<file path="src/rtl/mem_arb_pkg.sv">
// Shared definitions for the two-port memory arbiter: FSM state encoding and port indices.
package mem_arb_pkg;

    typedef enum logic [1:0] {
        ST_IDLE   = 2'b00,
        ST_ACCESS = 2'b01,
        ST_RESP   = 2'b10
    } arb_state_e;

    localparam logic PORT0 = 1'b0;
    localparam logic PORT1 = 1'b1;

endpackage

</file>
<file path="src/rtl/rr_arbiter2.sv">
// Two-input winner selection: fixed priority to port 0, or round-robin against the last grant.
module rr_arbiter2
    import mem_arb_pkg::*;
(
    input  logic [1:0] elig_i,
    input  logic       rr_mode_i,
    input  logic       last_i,
    output logic       winner_o,
    output logic       valid_o
);

    always_comb begin
        valid_o  = |elig_i;
        winner_o = PORT0;
        if (elig_i == 2'b10) begin
            winner_o = PORT1;
        end else if (elig_i == 2'b11 && rr_mode_i) begin
            // Tie in round-robin: the port that was not granted last wins.
            winner_o = (last_i == PORT0) ? PORT1 : PORT0;
        end
    end

endmodule

</file>
<file path="src/rtl/mem_port_arbiter.sv">
// Arbitrates two request/ack ports onto one single-port synchronous RAM,
// one access every two cycles (ACCESS then RESP, with back-to-back grants from RESP).
module mem_port_arbiter
    import mem_arb_pkg::*;
#(
    parameter int ADDR_W = 16,
    parameter int DATA_W = 16
) (
    input  logic              clk,
    input  logic              reset,
    input  logic              req0,
    input  logic              we0,
    input  logic [ADDR_W-1:0] addr0,
    input  logic [DATA_W-1:0] wdata0,
    output logic              ack0,
    output logic [DATA_W-1:0] rdata0,
    input  logic              req1,
    input  logic              we1,
    input  logic [ADDR_W-1:0] addr1,
    input  logic [DATA_W-1:0] wdata1,
    output logic              ack1,
    output logic [DATA_W-1:0] rdata1,
    input  logic              rr_mode,
    output logic [ADDR_W-1:0] mem_addr,
    output logic [DATA_W-1:0] mem_wdata,
    output logic              mem_we,
    input  logic [DATA_W-1:0] mem_q,
    output logic              busy,
    output logic              gnt_id
);

    arb_state_e        state_q, state_d;
    logic              gnt_q, gnt_d;
    logic              last_q, last_d;
    logic              we_q, we_d;
    logic [ADDR_W-1:0] addr_q, addr_d;
    logic [DATA_W-1:0] wdata_q, wdata_d;
    logic [DATA_W-1:0] rdata0_q, rdata1_q;

    logic [1:0] req_vec;
    logic [1:0] ack_mask;
    logic [1:0] elig;
    logic       win_port;
    logic       win_valid;
    logic       take_grant;

    // The port being acked in RESP is masked so it cannot be re-granted on the strength of a stale request.
    assign req_vec  = {req1, req0};
    assign ack_mask = (state_q != ST_RESP) ? 2'b00 : ((gnt_q == PORT1) ? 2'b10 : 2'b01);
    assign elig     = req_vec & ~ack_mask;

    rr_arbiter2 u_arb (
        .elig_i    (elig),
        .rr_mode_i (rr_mode),
        .last_i    (last_q),
        .winner_o  (win_port),
        .valid_o   (win_valid)
    );

    assign take_grant = win_valid && (state_q == ST_IDLE || state_q == ST_RESP);

    always_comb begin
        state_d = state_q;
        gnt_d   = gnt_q;
        last_d  = last_q;
        we_d    = we_q;
        addr_d  = addr_q;
        wdata_d = wdata_q;

        case (state_q)
            ST_IDLE:   state_d = win_valid ? ST_ACCESS : ST_IDLE;
            ST_ACCESS: state_d = ST_RESP;
            ST_RESP:   state_d = win_valid ? ST_ACCESS : ST_IDLE;
            default:   state_d = ST_IDLE;
        endcase

        if (take_grant) begin
            gnt_d   = win_port;
            last_d  = win_port;
            we_d    = (win_port == PORT1) ? we1 : we0;
            addr_d  = (win_port == PORT1) ? addr1 : addr0;
            wdata_d = (win_port == PORT1) ? wdata1 : wdata0;
        end
    end

    always_ff @(posedge clk or negedge reset) begin
        if (!reset) begin
            state_q  <= ST_IDLE;
            gnt_q    <= PORT0;
            last_q   <= PORT1;
            we_q     <= 1'b0;
            addr_q   <= '0;
            wdata_q  <= '0;
            rdata0_q <= '0;
            rdata1_q <= '0;
        end else begin
            state_q <= state_d;
            gnt_q   <= gnt_d;
            last_q  <= last_d;
            we_q    <= we_d;
            addr_q  <= addr_d;
            wdata_q <= wdata_d;
            if (state_q == ST_RESP && !we_q) begin
                if (gnt_q == PORT1) begin
                    rdata1_q <= mem_q;
                end else begin
                    rdata0_q <= mem_q;
                end
            end
        end
    end

    assign ack0 = (state_q == ST_RESP) && (gnt_q == PORT0);
    assign ack1 = (state_q == ST_RESP) && (gnt_q == PORT1);

    // RAM data is forwarded during the ack cycle; the register keeps it afterwards.
    assign rdata0 = (ack0 && !we_q) ? mem_q : rdata0_q;
    assign rdata1 = (ack1 && !we_q) ? mem_q : rdata1_q;

    assign mem_we    = (state_q == ST_ACCESS) && we_q;
    assign mem_addr  = (state_q == ST_ACCESS) ? addr_q : '0;
    assign mem_wdata = mem_we ? wdata_q : '0;
    assign busy      = (state_q != ST_IDLE);
    assign gnt_id    = gnt_q;

endmodule

</file>
<file path="config.mk">
export PLATFORM = sky130hd
export DESIGN_NAME = mem_port_arbiter
export DESIGN_NICKNAME = d
export VERILOG_FILES = /design/src/rtl/mem_arb_pkg.sv /design/src/rtl/rr_arbiter2.sv /design/src/rtl/mem_port_arbiter.sv
export SDC_FILE = /design/constraint.sdc
export NUM_CORES = 1
export LEC_CHECK = 0
export ABC_AREA = 1
export BUFFER_PORTS_ARGS = -buffer_cell sky130_fd_sc_hd__buf_4
export CORE_MARGIN = 2
export CORE_UTILIZATION = 44
export CTS_CLUSTER_SIZE = 12
export DETAILED_ROUTE_END_ITERATION = 8
export GPL_ROUTABILITY_DRIVEN = 0
export HOLD_SLACK_MARGIN = 0.12
export PLACE_DENSITY_LB_ADDON = 0.25
export RECOVER_POWER = 25
export SYNTH_ARGS = -nofsm -noshare
export SYNTH_HDL_FRONTEND = slang
export SYNTH_SLANG_ARGS = --single-unit
</file>
<file path="constraint.sdc">
create_clock -name clk -period 1.4 [get_ports clk]
set_input_delay 0.14 -clock clk [delete_from_list [all_inputs] [get_ports clk]]
set_output_delay 0.14 -clock clk [all_outputs]
set_load 0.01 [all_outputs]
</file>
After elaboration in Yosys (flattened, before gate mapping)
Cells that the tools add are included.
{"block": "word_totals", "input_bits": 87, "word_cells": 46, "register_bits": 69, "output_inout_bits": 69}
{"block": "classes", "mux": 14, "n_reduce_logical": 16, "bitwise": 3, "n_eq_ne": 5}
{"operator": "$mux W16", "count": 6}
{"operator": "$logic_and A1 B1 Y1", "count": 8}
{"operator": "$eq A2 B2 Y1 const B", "count": 3}
{"operator": "$mux W1", "count": 5}
{"operator": "$mux W2", "count": 2}
{"operator": "$pmux W2 S2", "count": 1}
{"operator": "$reduce_and A2 Y1", "count": 2}
{"operator": "$reduce_or A2 Y1", "count": 2}
{"operator": "$and A2 B2 Y2", "count": 1}
{"operator": "$eq A2 B1 Y1 const B", "count": 1}
{"operator": "$logic_not A2 Y1", "count": 1}
{"operator": "$ne A2 B2 Y1 const B", "count": 1}
{"operator": "$not A2 Y2", "count": 1}
{"operator": "$reduce_bool A2 Y1", "count": 1}
{"operator": "$logic_not A1 Y1", "count": 1}
{"operator": "$logic_or A1 B1 Y1", "count": 1}
{"operator": "$not A1 Y1", "count": 1}

Depth between registers and ports, before layout
Gate-level depths: netlist of run 1.
{"block": "depth", "ltp_word": 9, "depth_mapped": 9, "mapped_depth_nobuf": 8}

Hierarchy
Synthesis of run 1 repeated with hierarchy kept, for this count alone.
{"block": "hier_totals", "hier_cells": 484, "area_unflattened_um2": 3616.0}
{"mod": "mem_port_arbiter", "cells_per_inst": 479, "seq_area_each_um2": 1727.9, "area_per_inst_um2": 3593.4, "n_inst": 1}
{"mod": "rr_arbiter2", "cells_per_inst": 5, "seq_area_each_um2": 0.0, "area_per_inst_um2": 22.5, "n_inst": 1}

Worst setup path before layout of run 1
OpenSTA, ideal clock, no wires.
{"block": "synth_timing", "path_kind": "flip-flop to output port", "from": "register state_q[0]", "to": "output port rdata0[10]", "stages_incl_launch_ff": 8, "slack_ns": -0.136, "required_ns": 1.260, "arrival_ns": 1.396, "path_buffers": 2, "path_cell_list": "dfrtp_1 > inv_2 > nand3_2 > inv_1 > nand2_1 > buf_4 > clkbuf_1 > o21ai_0"}
{"block": "synth_between", "elab_chain_len": 4}
{"element": "start, declared", "line_no": "mem_port_arbiter.sv:32", "rtl": "arb_state_e state_q, state_d;"}
{"element": "start signal, assigned", "line_no": "mem_port_arbiter.sv:97", "rtl": "state_q <= state_d;"}
{"element": "$eq A2 B2 Y1", "line_no": "mem_port_arbiter.sv:113", "rtl": "assign ack0 = (state_q == ST_RESP) && (gnt_q == PORT0);"}
{"element": "$logic_and A1 B1 Y1", "line_no": "mem_port_arbiter.sv:113"}
{"element": "named net ack0", "line_no": "mem_port_arbiter.sv:15", "rtl": "output logic ack0,"}
{"element": "$logic_and A1 B1 Y1", "line_no": "mem_port_arbiter.sv:117", "rtl": "assign rdata0 = (ack0 && !we_q) ? mem_q : rdata0_q;"}
{"element": "$mux W16", "line_no": "mem_port_arbiter.sv:117"}
{"element": "end, declared", "line_no": "mem_port_arbiter.sv:16", "rtl": "output logic [DATA_W-1:0] rdata0,"}
The timed path passes the listed nets, and every way through them passes these cells.

Worst setup path in the final report of run 1
{"block": "layout_timing", "from": "register state_q[0]", "to": "output port rdata1[2]"}
{"block": "layout_between", "elab_chain_len": 4}
{"element": "$eq A2 B2 Y1", "line_no": "mem_port_arbiter.sv:114", "rtl": "assign ack1 = (state_q == ST_RESP) && (gnt_q == PORT1);"}
{"element": "$logic_and A1 B1 Y1", "line_no": "mem_port_arbiter.sv:114"}
{"element": "$logic_and A1 B1 Y1", "line_no": "mem_port_arbiter.sv:118", "rtl": "assign rdata1 = (ack1 && !we_q) ? mem_q : rdata1_q;"}
{"element": "$mux W16", "line_no": "mem_port_arbiter.sv:118"}
{"element": "end, declared", "line_no": "mem_port_arbiter.sv:22", "rtl": "output logic [DATA_W-1:0] rdata1,"}
No other way between the ends.

==> results of run 1 <==
[power groups by stage]
| stage | clock network, W | registers, W | logic [W] |
|---|---|---|---|
| 2_1_floorplan | 0 | 0.00335 | 0.00315 |
| 3_3_place_gp | 0 | 0.00342 | 0.00519 |
| 5_1_grt | 0.00162 | 0.00386 | 0.00969 |
| 3_5_place_dp | 0 | 0.00344 | 0.00534 |
| 4_1_cts | 0.00149 | 0.00352 | 0.00718 |
| 6_report | 0.00156 | 0.00380 | 0.00915 |
[what timing repair did]
action / CTS / global route
buffers inserted: 15 / 14
endpoints found under the setup margin: 99 / 120
gates cloned: 14 / 4
resized for setup: 145 / 159
pin swaps: 16 / 30
hold buffers: 35 / 0
hold endpoints to repair: 101 / 0
[registers in the layout, indices dropped and copies added, names as in the netlist]
register and cells:
addr_q 16, gnt_id 1, last_q 1, rdata0_q 16, rdata1_q 16, state_q 2
wdata_q 16, we_q 1
[Yosys cell counts]
master / instances
a21oi_4: 1
buf_1: 1
buf_2: 10
buf_4: 4
buf_6: 3
clkbuf_1: 9
dfrtp_1: 68
dfstp_2: 1
inv_1: 119
inv_2: 5
nand2_1: 136
nand2_2: 1
nand3_1: 67
nand3_2: 3
nor2_1: 33
nor2_2: 1
o21ai_0: 66
or2_2: 1
[layout make-up]
class                   instances  area [um^2]  share of cell area (%)
repair buffers                253         2546                   34.31
inverters                     124        486.7                   6.559
flip-flops and latches         69         1729                   23.30
well taps                     105        131.4                   1.770
clock buffers                  14        172.7                   2.327
clock inverters                 1        5.005                 0.06744
multi-input cells             309         2350                   31.66
[cells in the final DEF (no fill, tap or decap), drive strengths merged]
master / count
or2: 1
a21oi: 1
clkbuf: 19
clkinvlp: 1
inv: 123
buf: 213
o21ai: 66
dfstp: 1
dlygate4sd3: 35
clkinv: 1
dfrtp: 68
nand3: 70
nand2: 137
nor2: 34
[metrics by stage]
step           instance area, um^2  utilization (%)  hold slack, ps  setup WS (ps)
5_1_grt                       7421            90.77           119.2         -602.0
2_1_floorplan                 3850                -          -155.6         -4.444
4_1_cts                       6684            81.76           120.7         -365.5
6_report                      7421            90.77           108.3         -443.6
3_5_place_dp                  5166            63.19           8.081         -89.79
3_3_place_gp                  5166            63.19           6.313         -32.02
[routing by layer]
metal  vias up  GRT usage (%)  share of wire [%]
li1       2075              -                  -
met1      2337          33.82                 33
met2       369          57.52                 52
met3       131          6.265                7.8
met4         0          15.48                7.3
met5         -              0                  0
[final timing paths]
| path | cells past startpoint | to | startpoint |
|---|---|---|---|
| max | 7 | rdata1[2] | state_q[0]$_DFF_PN0_ |
| min | 3 | rdata0_q[9]$_DFFE_PN0P_ | mem_q[9] |
| max reg2reg | 11 | wdata_q[12]$_DFFE_PN0P_ | state_q[0]$_DFF_PN0_ |
| min reg2reg | 2 | wdata_q[0]$_DFFE_PN0P_ | wdata_q[0]$_DFFE_PN0P_ |
| max in group asynchronous | 3 | rdata0_q[11]$_DFFE_PN0P_ | reset |
| min in group asynchronous | 2 | addr_q[0]$_DFFE_PN0P_ | reset |
[logic make-up (layout without fill, tap and decap cells)]
kind of cell	count (synthesis)	in the layout	share of synthesized area [%]
simple gates	242	242	27.45
compound gates	67	67	9.343
flops	69	69	46.58
buf+inv	151	392	16.63
[critical path, stage by stage, from the launching register on]
cell and delay (ps):
dfrtp_1 430, inv_4 130, nand3_4 110, inv_4 100, nand2_8 90, clkbuf_16 190
o21ai_2 150, buf_4 140
==> flow_summary.ini, run 1 <==
[synthesis]
synthesis.yosys.warnings = 0
synth.cell_area_um2 = 3710
avgSynthCellArea_um2 = 7.013
netlist_instances = 529
yosys_register_bits = 69
netlist_top_cells_area = dfrtp_1, nand2_1, inv_1
ys_seq_area_share_pct = 46.58
synth_top_area_share_pct = 45.87
post-synth-top-area-cell = dfrtp_1
ys_types = 18
synth.net_count = 616

[die]
core-area_um2 = 8175
num_rows = 33
die_height_um = 95.82
fp.dieW_um = 95.82
design.die.area_um2 = 9181
initial_utilization_pct = 45.38
ioPinCount = 156

[clocking]
worst_setup_hold_path_clk_slew_ps = 80
clock_tree_from_tritoncts = yes
h-tree-depth = 3
cts_root_buf = clkbuf_8
worst_skew_pair.late_latency_ps = 350
tritoncts_num_sinks = 69
cts-root-to-sink-buffers = 2
cts-buffers-inserted = 9

[pwr]
power-per-cell-area_nw_per_um2 = 1955
p_int_w = 0.008184
vdd_drop_max_mv = 0.9604
total_switching_power_w = 0.006322
power.share.switching_pct = 43.58
clockPowerShare_pct = 10.8
total_power_w = 0.01451
power.share.combinational_pct = 63.1
seqPwrFrac_pct = 26.2
p_leak_nw = 3.978

[layout]
flow.area_growth_from_synthesis_pct = 100.0
drive_above_1_share_pct = 52.21
fin_nets = 853
final.fill_count = 329
antennaDiodeCount = 0
non_filler_cells_final = 875

[sta]
rsz0062_at_grt = yes
timing_worst_slew_pin_value_ps = 897.7
final-hold-violation-count = 0
finalWorstPathRequiredPeriod_ps = 1844
worst_slew_margin_rel_pct = 40.15
setup_viol = 116
post-route-period-util_pct = 131.7
fin_setup_tns_ps = -34600
final.setup_skew_ps = 8.552
worst_slack_ps = -443.6
clock.fmax_ghz = 0.5424
pins_over_their_slew_limit = 0

[worst_setup_path]
critical_path_class = reg -> out
timing.critical_path.required_ps = 1260
worstPathMaxFanout = 6
cp_data_arrival_time_ps = 1700
setup.worst_path.end_class = output pin
rrSetupSlack_ps = -390
cp-start-kind = flop

[routing]
route.detailed.wl_per_inst_um = 20.61
antenna_left = 0
viasPerCell = 5.614
routed-via-count = 4912
drt_wl_total_um = 18040
drt_iter0_markers = 287
detailedRoute.firstPassIterationCount = 5
detail_route.drc_violations = 0

[worst_hold_path]
min-delay-path-class = in -> reg

[grt]
vias_in_the_first_global_route = 4477
grt_overflow_total = 0
overall_routing_resource_usage_pct = 31.21
grt_first_pass_wirelength_um = 21530
maximum_number_of_pins_on_one_net_before_global_route_repair = 39
initial_antenna_violation_count = 0

[status]
violations_in_the_final_reports = setup timing
status = finished, violations left

[job]
maxCapViolations = 0

[place]
io_buffer_count = 155
place_hpwl_um = 7075
numPlacedInstances = 779
Note: power is estimated with default switching activity, not from simulation.
==> run 2, diff against run 1 <==
ABC_AREA = not set   (was 1)
==> run 2 against run 1 <==
Against the previous run:
- the run still ends with setup timing left
- total power up 5.7%
- count of clock-buffer cells in the layout down 2
- non-clock buffer count down 16
- critical endpoint is now rdata1[15]
- largest cell class is now multi-input gates
==> flow_summary.ini, run 2 <==
[routing]
drt_wl_total_um = 13530
antenna_left = 0
detail_route.drc_violations = 0
routed-via-count = 3250
drt_iter0_markers = 66
route.detailed.wl_per_inst_um = 22.18
viasPerCell = 5.328
detailedRoute.firstPassIterationCount = 4

[layout]
layout_commonest_cell = mux2_4
drive_above_1_share_pct = 82.57
final_cell_area_um2 = 7039
fin_nets = 589
non_filler_cells_final = 610
antennaDiodeCount = 0
flow.area_growth_from_synthesis_pct = 89.05
highest_count_cells_in_the_layout_ignoring_fill_and_taps = mux2_4, buf_4, buf_6, dfrtp_1

[synthesis]
synth.net_count = 354
post_synth_edffs = 0
netlist_instances = 267
netlist_top_cells_area = dfrtp_1, mux2_2, and2_1
synth.top_cells.by_count = mux2_2, dfrtp_1, and2_1
ys_seq_area_share_pct = 46.40
yosys_register_bits = 69
synth_top_area_share_pct = 45.70
synth.cell_area_um2 = 3724
dominantRegCellSynth = dfrtp_1
post-synth-top-area-cell = dfrtp_1
ys_types = 23
synthesis.yosys.warnings = 0
avgSynthCellArea_um2 = 13.95
async_flop_share_pct = 100.0
yosysMostFrequentCell = mux2_2

[pwr]
total_power_w = 0.01533
power.share.combinational_pct = 65.3
power.share.switching_pct = 32.45
power-per-cell-area_nw_per_um2 = 2178
total_switching_power_w = 0.004976
seqPwrFrac_pct = 24.4
vdd_drop_max_mv = 1.055
p_leak_nw = 3.461
p_int_w = 0.01036
clockPowerShare_pct = 10.4

[die]
design.die.area_um2 = 9214
die_height_um = 95.99
ioPinCount = 156
initial_utilization_pct = 45.32
num_rows = 33
core-area_um2 = 8217
fp.dieW_um = 95.99

[sta]
final.setup_skew_ps = 11.37
final-hold-violation-count = 0
fin_worst_hold_slack_ps = 154.2
post-route-period-util_pct = 152.0
setup_viol = 136
pins_over_their_slew_limit = 0
rsz0062_at_grt = yes
worst_slack_ps = -727.4
worst_slew_margin_rel_pct = 53.87
timing_worst_slew_pin_value_ps = 692.0
clock.fmax_ghz = 0.4701
finalWorstPathRequiredPeriod_ps = 2127
fin_setup_tns_ps = -68630

[clocking]
h-tree-depth = 3
worst_skew_pair.late_latency_ps = 330
cts_root_buf = clkbuf_8
cts-buffers-inserted = 9
worst_setup_hold_path_clk_slew_ps = 80
cts-root-to-sink-buffers = 2
clock_tree_from_tritoncts = yes
tritoncts_num_sinks = 69

[worst_setup_path]
slowest_stage = dfrtp_2
timing.critical_path.buf_inv = 4
setup.worst_path.end_class = output pin
worstPathMaxFanout = 8
critical-path-max-stage-delay_ps = 420
cp_data_arrival_time_ps = 1990
timing.critical_path.required_ps = 1260
crit_chain = buf_6 -> nor4b_4 -> buf_4 -> buf_12 -> mux2_4 -> buf_6
cp-start-kind = flop
cpLargestDelayFamily = buffers and inverters
cpMostUsedCell = buf_6
critical_path_class = reg -> out

[grt]
grt_overflow_total = 0
vias_in_the_first_global_route = 3330
maximum_number_of_pins_on_one_net_before_global_route_repair = 35
overall_routing_resource_usage_pct = 25.11
grt_first_pass_wirelength_um = 17250
initial_antenna_violation_count = 0

[worst_hold_path]
min-delay-path-class = in -> reg

[job]
maxCapViolations = 0

[status]
violations_in_the_final_reports = setup timing
status = finished, violations left

[place]
place_hpwl_um = 6251
io_buffer_count = 155
numPlacedInstances = 528
placedInstanceArea_um2 = 5185
==> run 2: changes by cell type in the layout (fill, tap and decap cells not counted), moves of 37 or more <==
| cell | delta |
|---|---|
| mux2_4 | +123 |
| nand2_4 | -54 |
| inv_1 | -113 |
| nand3_2 | -37 |
| nand2_1 | -64 |
| buf_4 | -55 |
| buf_6 | +66 |
==> run 2: worst paths after layout <==
check                                        start                       to  slack (ps)  depth (start not counted)
max                           state_q[0]$_DFF_PN0_               rdata1[15]        -730                          6
min                                     wdata0[13]  wdata_q[13]$_DFFE_PN0P_         150                          3
max reg2reg                   state_q[0]$_DFF_PN0_    addr_q[7]$_DFFE_PN0P_        -700                          8
min reg2reg                rdata0_q[2]$_DFFE_PN0P_  rdata0_q[2]$_DFFE_PN0P_         520                          1
max in group asynchronous                    reset   wdata_q[3]$_DFFE_PN0P_         350                          3
min in group asynchronous                    reset  rdata0_q[5]$_DFFE_PN0P_         390                          2
==> run 2: power groups by stage <==
stage	combinational, W	clock [W]	sequential (W)
2_1_floorplan	0.00377	0	0.00342
3_3_place_gp	0.00593	0	0.00353
3_5_place_dp	0.00601	0	0.00360
4_1_cts	0.00782	0.00157	0.00357
5_1_grt	0.0105	0.00168	0.00383
6_report	0.0100	0.00159	0.00374
==> run 2: worst min-delay path, cell delays in order <==
cell	delay, ps
buf_4	70
mux2_4	120
mux2_4	120
==> run 2: kinds of logic after synthesis <==
| kind of cell | Yosys count | share of synthesized area (%) |
|---|---|---|
| multiplexers | 130 | 39.92 |
| AND/OR/NAND/NOR | 41 | 7.796 |
| AO/OA/AOI/OAI | 5 | 1.983 |
| buffers and inverters | 22 | 3.898 |
| flip-flops | 69 | 46.40 |
==> run 2: timing repair <==
action,CTS,global route
resized for setup,97,169
endpoints found under the setup margin,136,136
hold buffers,17,0
hold endpoints to repair,101,0
cloned,13,6
setup buffers,16,24
pin swaps,4,37
==> run 2: stage by stage <==
stage	setup slack, ps	utilization (%)
final	-727.4	85.67
after global routing	-759.0	85.67
after CTS	-683.1	75.89
after detailed placement	-502.0	63.10
after global placement	-465.1	63.10
after floorplan	-510.1	-
==> run 2: routing by layer <==
layer	routed length (um)	global-route usage, %	vias to the layer above
li1	-	-	1437
met1	5094	28.37	1659
met2	7354	46.93	126
met3	778	5.951	28
met4	304	6.667	0
met5	0	0	-
==> run 2: layout make-up <==
| class | instances | area [um^2] |
|---|---|---|
| flip-flops and latches | 69 | 1732 |
| well taps | 105 | 131.4 |
| clock buffers | 12 | 145.1 |
| repair buffers | 237 | 2469 |
| fillers | 408 | 1177 |
| inverters | 4 | 15.01 |
| multi-input cells | 181 | 2512 |
| clock inverters | 2 | 35.03 |
